[src/rtl/decod_scan_seq.sv]
// rtl/decod_scan_seq.sv - scan sequencer driving a 4-to-16 enabled line decoder
// Walks the masked lines in ascending order with a one-cycle gap before each enable.
module decod_scan_seq #(
  parameter int DW = 8
) (
  input  logic          clk,
  input  logic          rst_n,
  input  logic          start,
  input  logic          stop,
  input  logic          continuous,
  input  logic [15:0]   mask,
  input  logic [DW-1:0] dwell,
  output logic [3:0]    addr,
  output logic          en,
  output logic          busy,
  output logic          done,
  output logic          aborted,
  output logic          wrap
);

  typedef enum logic [1:0] {
    S_IDLE  = 2'd0,
    S_GAP   = 2'd1,
    S_DRIVE = 2'd2
  } state_t;

  state_t        state_q, state_d;
  logic [15:0]   smask_q, smask_d;
  logic [DW-1:0] sdwell_q, sdwell_d;
  logic [DW-1:0] cnt_q, cnt_d;
  logic [3:0]    addr_q, addr_d;
  logic          en_q, en_d;
  logic          busy_q, busy_d;
  logic          done_q, done_d;
  logic          aborted_q, aborted_d;
  logic          wrap_q, wrap_d;

  logic [15:0]   higher;
  logic          has_higher;

  function automatic logic [3:0] lowest_bit(input logic [15:0] m);
    logic [3:0] idx;
    idx = 4'd0;
    for (int i = 15; i >= 0; i--) begin
      if (m[i]) idx = 4'(i);
    end
    return idx;
  endfunction

  // Lines strictly above the current one that are still to be visited this pass.
  assign higher     = smask_q & (16'hFFFE << addr_q);
  assign has_higher = |higher;

  always_comb begin
    state_d   = state_q;
    smask_d   = smask_q;
    sdwell_d  = sdwell_q;
    cnt_d     = cnt_q;
    addr_d    = addr_q;
    done_d    = 1'b0;
    aborted_d = 1'b0;
    wrap_d    = 1'b0;

    case (state_q)
      S_IDLE: begin
        if (start) begin
          if (mask != 16'h0000) begin
            smask_d  = mask;
            sdwell_d = dwell;
            addr_d   = lowest_bit(mask);
            state_d  = S_GAP;
          end else begin
            done_d = 1'b1;
          end
        end
      end

      S_GAP: begin
        if (stop) begin
          state_d   = S_IDLE;
          done_d    = 1'b1;
          aborted_d = 1'b1;
        end else begin
          cnt_d   = sdwell_q;
          state_d = S_DRIVE;
        end
      end

      S_DRIVE: begin
        if (stop) begin
          state_d   = S_IDLE;
          done_d    = 1'b1;
          aborted_d = 1'b1;
        end else if (cnt_q != '0) begin
          cnt_d = cnt_q - DW'(1);
        end else if (has_higher) begin
          addr_d  = lowest_bit(higher);
          state_d = S_GAP;
        end else if (continuous) begin
          addr_d  = lowest_bit(smask_q);
          wrap_d  = 1'b1;
          state_d = S_GAP;
        end else begin
          state_d = S_IDLE;
          done_d  = 1'b1;
        end
      end

      default: begin
        state_d = S_IDLE;
      end
    endcase

    en_d   = (state_d == S_DRIVE);
    busy_d = (state_d != S_IDLE);
  end

  always_ff @(posedge clk or negedge rst_n) begin
    if (!rst_n) begin
      state_q   <= S_IDLE;
      smask_q   <= 16'h0000;
      sdwell_q  <= '0;
      cnt_q     <= '0;
      addr_q    <= 4'd0;
      en_q      <= 1'b0;
      busy_q    <= 1'b0;
      done_q    <= 1'b0;
      aborted_q <= 1'b0;
      wrap_q    <= 1'b0;
    end else begin
      state_q   <= state_d;
      smask_q   <= smask_d;
      sdwell_q  <= sdwell_d;
      cnt_q     <= cnt_d;
      addr_q    <= addr_d;
      en_q      <= en_d;
      busy_q    <= busy_d;
      done_q    <= done_d;
      aborted_q <= aborted_d;
      wrap_q    <= wrap_d;
    end
  end

  assign addr    = addr_q;
  assign en      = en_q;
  assign busy    = busy_q;
  assign done    = done_q;
  assign aborted = aborted_q;
  assign wrap    = wrap_q;

endmodule

[config.mk]
export PLATFORM = sky130hd
export DESIGN_NAME = decod_scan_seq
export DESIGN_NICKNAME = d
export VERILOG_FILES = /design/src/rtl/decod_scan_seq.sv
export SDC_FILE = /design/constraint.sdc
export NUM_CORES = 1
export LEC_CHECK = 0
export CORE_ASPECT_RATIO = 1.25
export CORE_UTILIZATION = 35
export CTS_CLUSTER_DIAMETER = 50
export CTS_CLUSTER_SIZE = 14
export DETAILED_ROUTE_END_ITERATION = 10
export PLACE_DENSITY_LB_ADDON = 0.12
export SLEW_MARGIN = 40
export SYNTH_ARGS = -nofsm -noshare
export SYNTH_HDL_FRONTEND = slang
export SYNTH_SLANG_ARGS = --single-unit
[constraint.sdc]
create_clock -name clk -period 1.9 [get_ports clk]
set_input_delay 0.38 -clock clk [delete_from_list [all_inputs] [get_ports clk]]
set_output_delay 0.38 -clock clk [all_outputs]
set_load 0.01 [all_outputs]
==> metrics <==
Leak Pwr 2.00 nW; io pins 38; Vias 2,925; first-pass GRT wire length 14.4 mm; Synth area leader dfrtp_1; Slowest Stage Delay on Critical Path 0.51 ns; port bufs 37; largest net degree at the start of global routing 44; DRC 0; Syn Area/Cell 9.13 um^2; via-per-instance ratio 5.40; area delta synth->final 59.2%; failing checks setup timing; row cnt 36; GRT Overall Usage 22.9%; Min Hold Slack 0.166 ns; CP most frequent cell a31oi_1; initial antenna violation count 0; max_cap viols 0; period utilisation layout 102%; share of Yosys cell area claimed by the top area cell type 38.0%; final design utilization 57.8%; Post-synth EDFFs 0; Slew headroom 60.4%; vias in the first global route 2,995; CP cell instances or4_4 > a31oi_1 > o211ai_1 > a31oi_1 > o21ai_1 > mux2_4; Worst Skew 0.00563 ns; area of the mapped netlist 0.00283 mm^2; ys flop type dfrtp_1; Post-Syn Nets 344; Async SR Flop Fraction 100%; TritonCTS buffer count 5; Core Footprint 0.00779 mm^2; Final min period 1.94 ns; DP HPWL 6.36 mm; Sum Neg Setup Slack -0.0865 ns; clk sink count 43; worst min path class primary input to async pin; slowest CP cell or4_4; Layout fillers 689; Placed Area 0.00385 mm^2; DRT antenna net count 0; root cell of the clock tree clkbuf_8; CP required 2.08 ns; clock latency at the later pin of the worst-skew pair 0.29 ns; final setup violation count 3; first-iteration detailed-routing DRC count 117; critical path endpoint category flop; TritonRoute pass-1 iters 4; gr ovfl total 0; Crit path max-delay family compound AO/OA/AOI/OAI gates; flops & latches, synth 43; WS Path Type flop to flop; largest cells by area after synthesis dfrtp_1, mux2_2, nor2_1; CP max FO 4; worst slew pin tran 0.593 ns; ant diodes 0; Fin. Hold Viols 0; fin nets 480; crit start category flop; synth unique cells 57; die area 0.00845 mm^2; layout cells sized above 1 42.7%; Placer Congestion 0.862; Worst VDD drop 834 uV; sequential-to-total area share from yosys stat 38.0%; worst setup margin -0.0414 ns; H-tree Lvls 2; Worst-path clk slew 0.09 ns; pwr/cell area 1510 mW/mm^2; status complete, but fails checks; chip height 103 um; Initial Util 36.3%; Slew Limit Fails 0; Die Width 82.4 um; Buf+Inv Stages, Crit Path 0; Detailed Route WL 9.02 mm; Cells after Synth 310; RSZ-0062 raised after global routing yes; CTS tree yes; drt wl/cell 16.6 um; Ys Warns 0; CP arrival 2.13 ns; clock buffer depth 2; fmax 0.515 GHz; fin area 0.00450 mm^2
-- cells in the mapped netlist, drive strengths merged (7+ instances only) --
library cell  instances
nand3                12
clkbuf                8
inv                  19
nand2                17
a21oi                15
mux2                 23
a31oi                 7
o31ai                 7
buf                   7
dfrtp                43
o21ai                23
nor2                 35
-- where the power goes --
part / internal, mW / leakage, nW / switching [mW]
clock: 0.426 / 0.0612 / 0.322
combinational: 2.34 / 1.43 / 1.96
sequential: 1.35 / 0.517 / 0.414
-- layout make-up --
cell class                 instances  area (um^2)  area share, %
sequential                        43         1080           24.0
timing repair buffer             144         1220           27.2
multi-input combinational        233         1890           42.0
inverter                          19         71.3           1.58
tap                               95          119           2.64
clock buffer                       6         82.6           1.83
clock inverter                     2         35.0          0.778
-- kinds of logic after synthesis --
kind of cell    synth area share, %
fa+ha+maj                      2.21
flops                          38.0
simple gates                   20.3
buf+inv                        5.44
compound gates                 24.2
mux                            9.86
-- per-layer routing --
metal,global-route usage [%],share of wire (%)
met5,0,0
met4,9.45,3.3
met3,2.74,2.6
met2,39.7,51
met1,28.6,43
-- layout by cell type (no fill, tap or decap), types with 3 or more instances in the layout --
cell,count
and3_1,3
clkdlybuf4s50_1,19
o31ai_1,6
a21o_1,3
mux2_2,21
or3_1,4
nand2b_1,6
a31oi_1,7
clkbuf_8,6
a21oi_1,14
nand3_1,8
dlymetal6s2s_1,3
dfrtp_2,4
ha_1,3
nor3_1,4
o21ai_1,3
dlygate4sd2_1,11
buf_4,94
nand2_1,11
dfrtp_1,39
nand2_2,5
o21ai_0,18
nor2_1,33
inv_1,18
o22a_1,3
nand4_1,3
buf_6,10
a221oi_1,3
nor2b_1,5
-- final timing paths --
kind / cells past startpoint / startpoint / end / slack, ns
worst max register to register: 6 / smask_q[6] / addr[2] / -0.04
worst max-delay path: 6 / smask_q[6] / addr[2] / -0.04
min in group clk: 4 / mask[11] / smask_q[11] / 0.42
max in group asynchronous: 2 / rst_n / addr[0] / 1.30
worst min register to register: 1 / sdwell_q[1] / sdwell_q[1] / 0.52
worst min-delay path: 2 / rst_n / smask_q[11] / 0.17
-- stage by stage --
step | setup slack [ns] | total power, mW | instances
after floorplan | 0.000396 | 3.63 | 310
after global placement | -0.515 | 5.09 | 506
after detailed placement | -0.518 | 5.14 | 506
after CTS | -0.0430 | 6.52 | 539
after global routing | -0.122 | 7.30 | 542
final | -0.0414 | 6.81 | 542
-- what timing repair did --
action / CTS / global route
pin swaps: 25 / 10
gates cloned: 2 / 0
setup buffers: 23 / 3
hold buffers: 0 / 0
resized for setup: 66 / 31
setup endpoints to repair: 35 / 32
-- registers in the layout (all words and copies together), names as in the netlist --
register / cells
aborted: 1
cnt_q: 8
smask_q: 16
done: 1
state_q: 2
addr: 4
en: 1
busy: 1
wrap: 1
sdwell_q: 8
No activity file was read; power rests on OpenSTA's default activity.
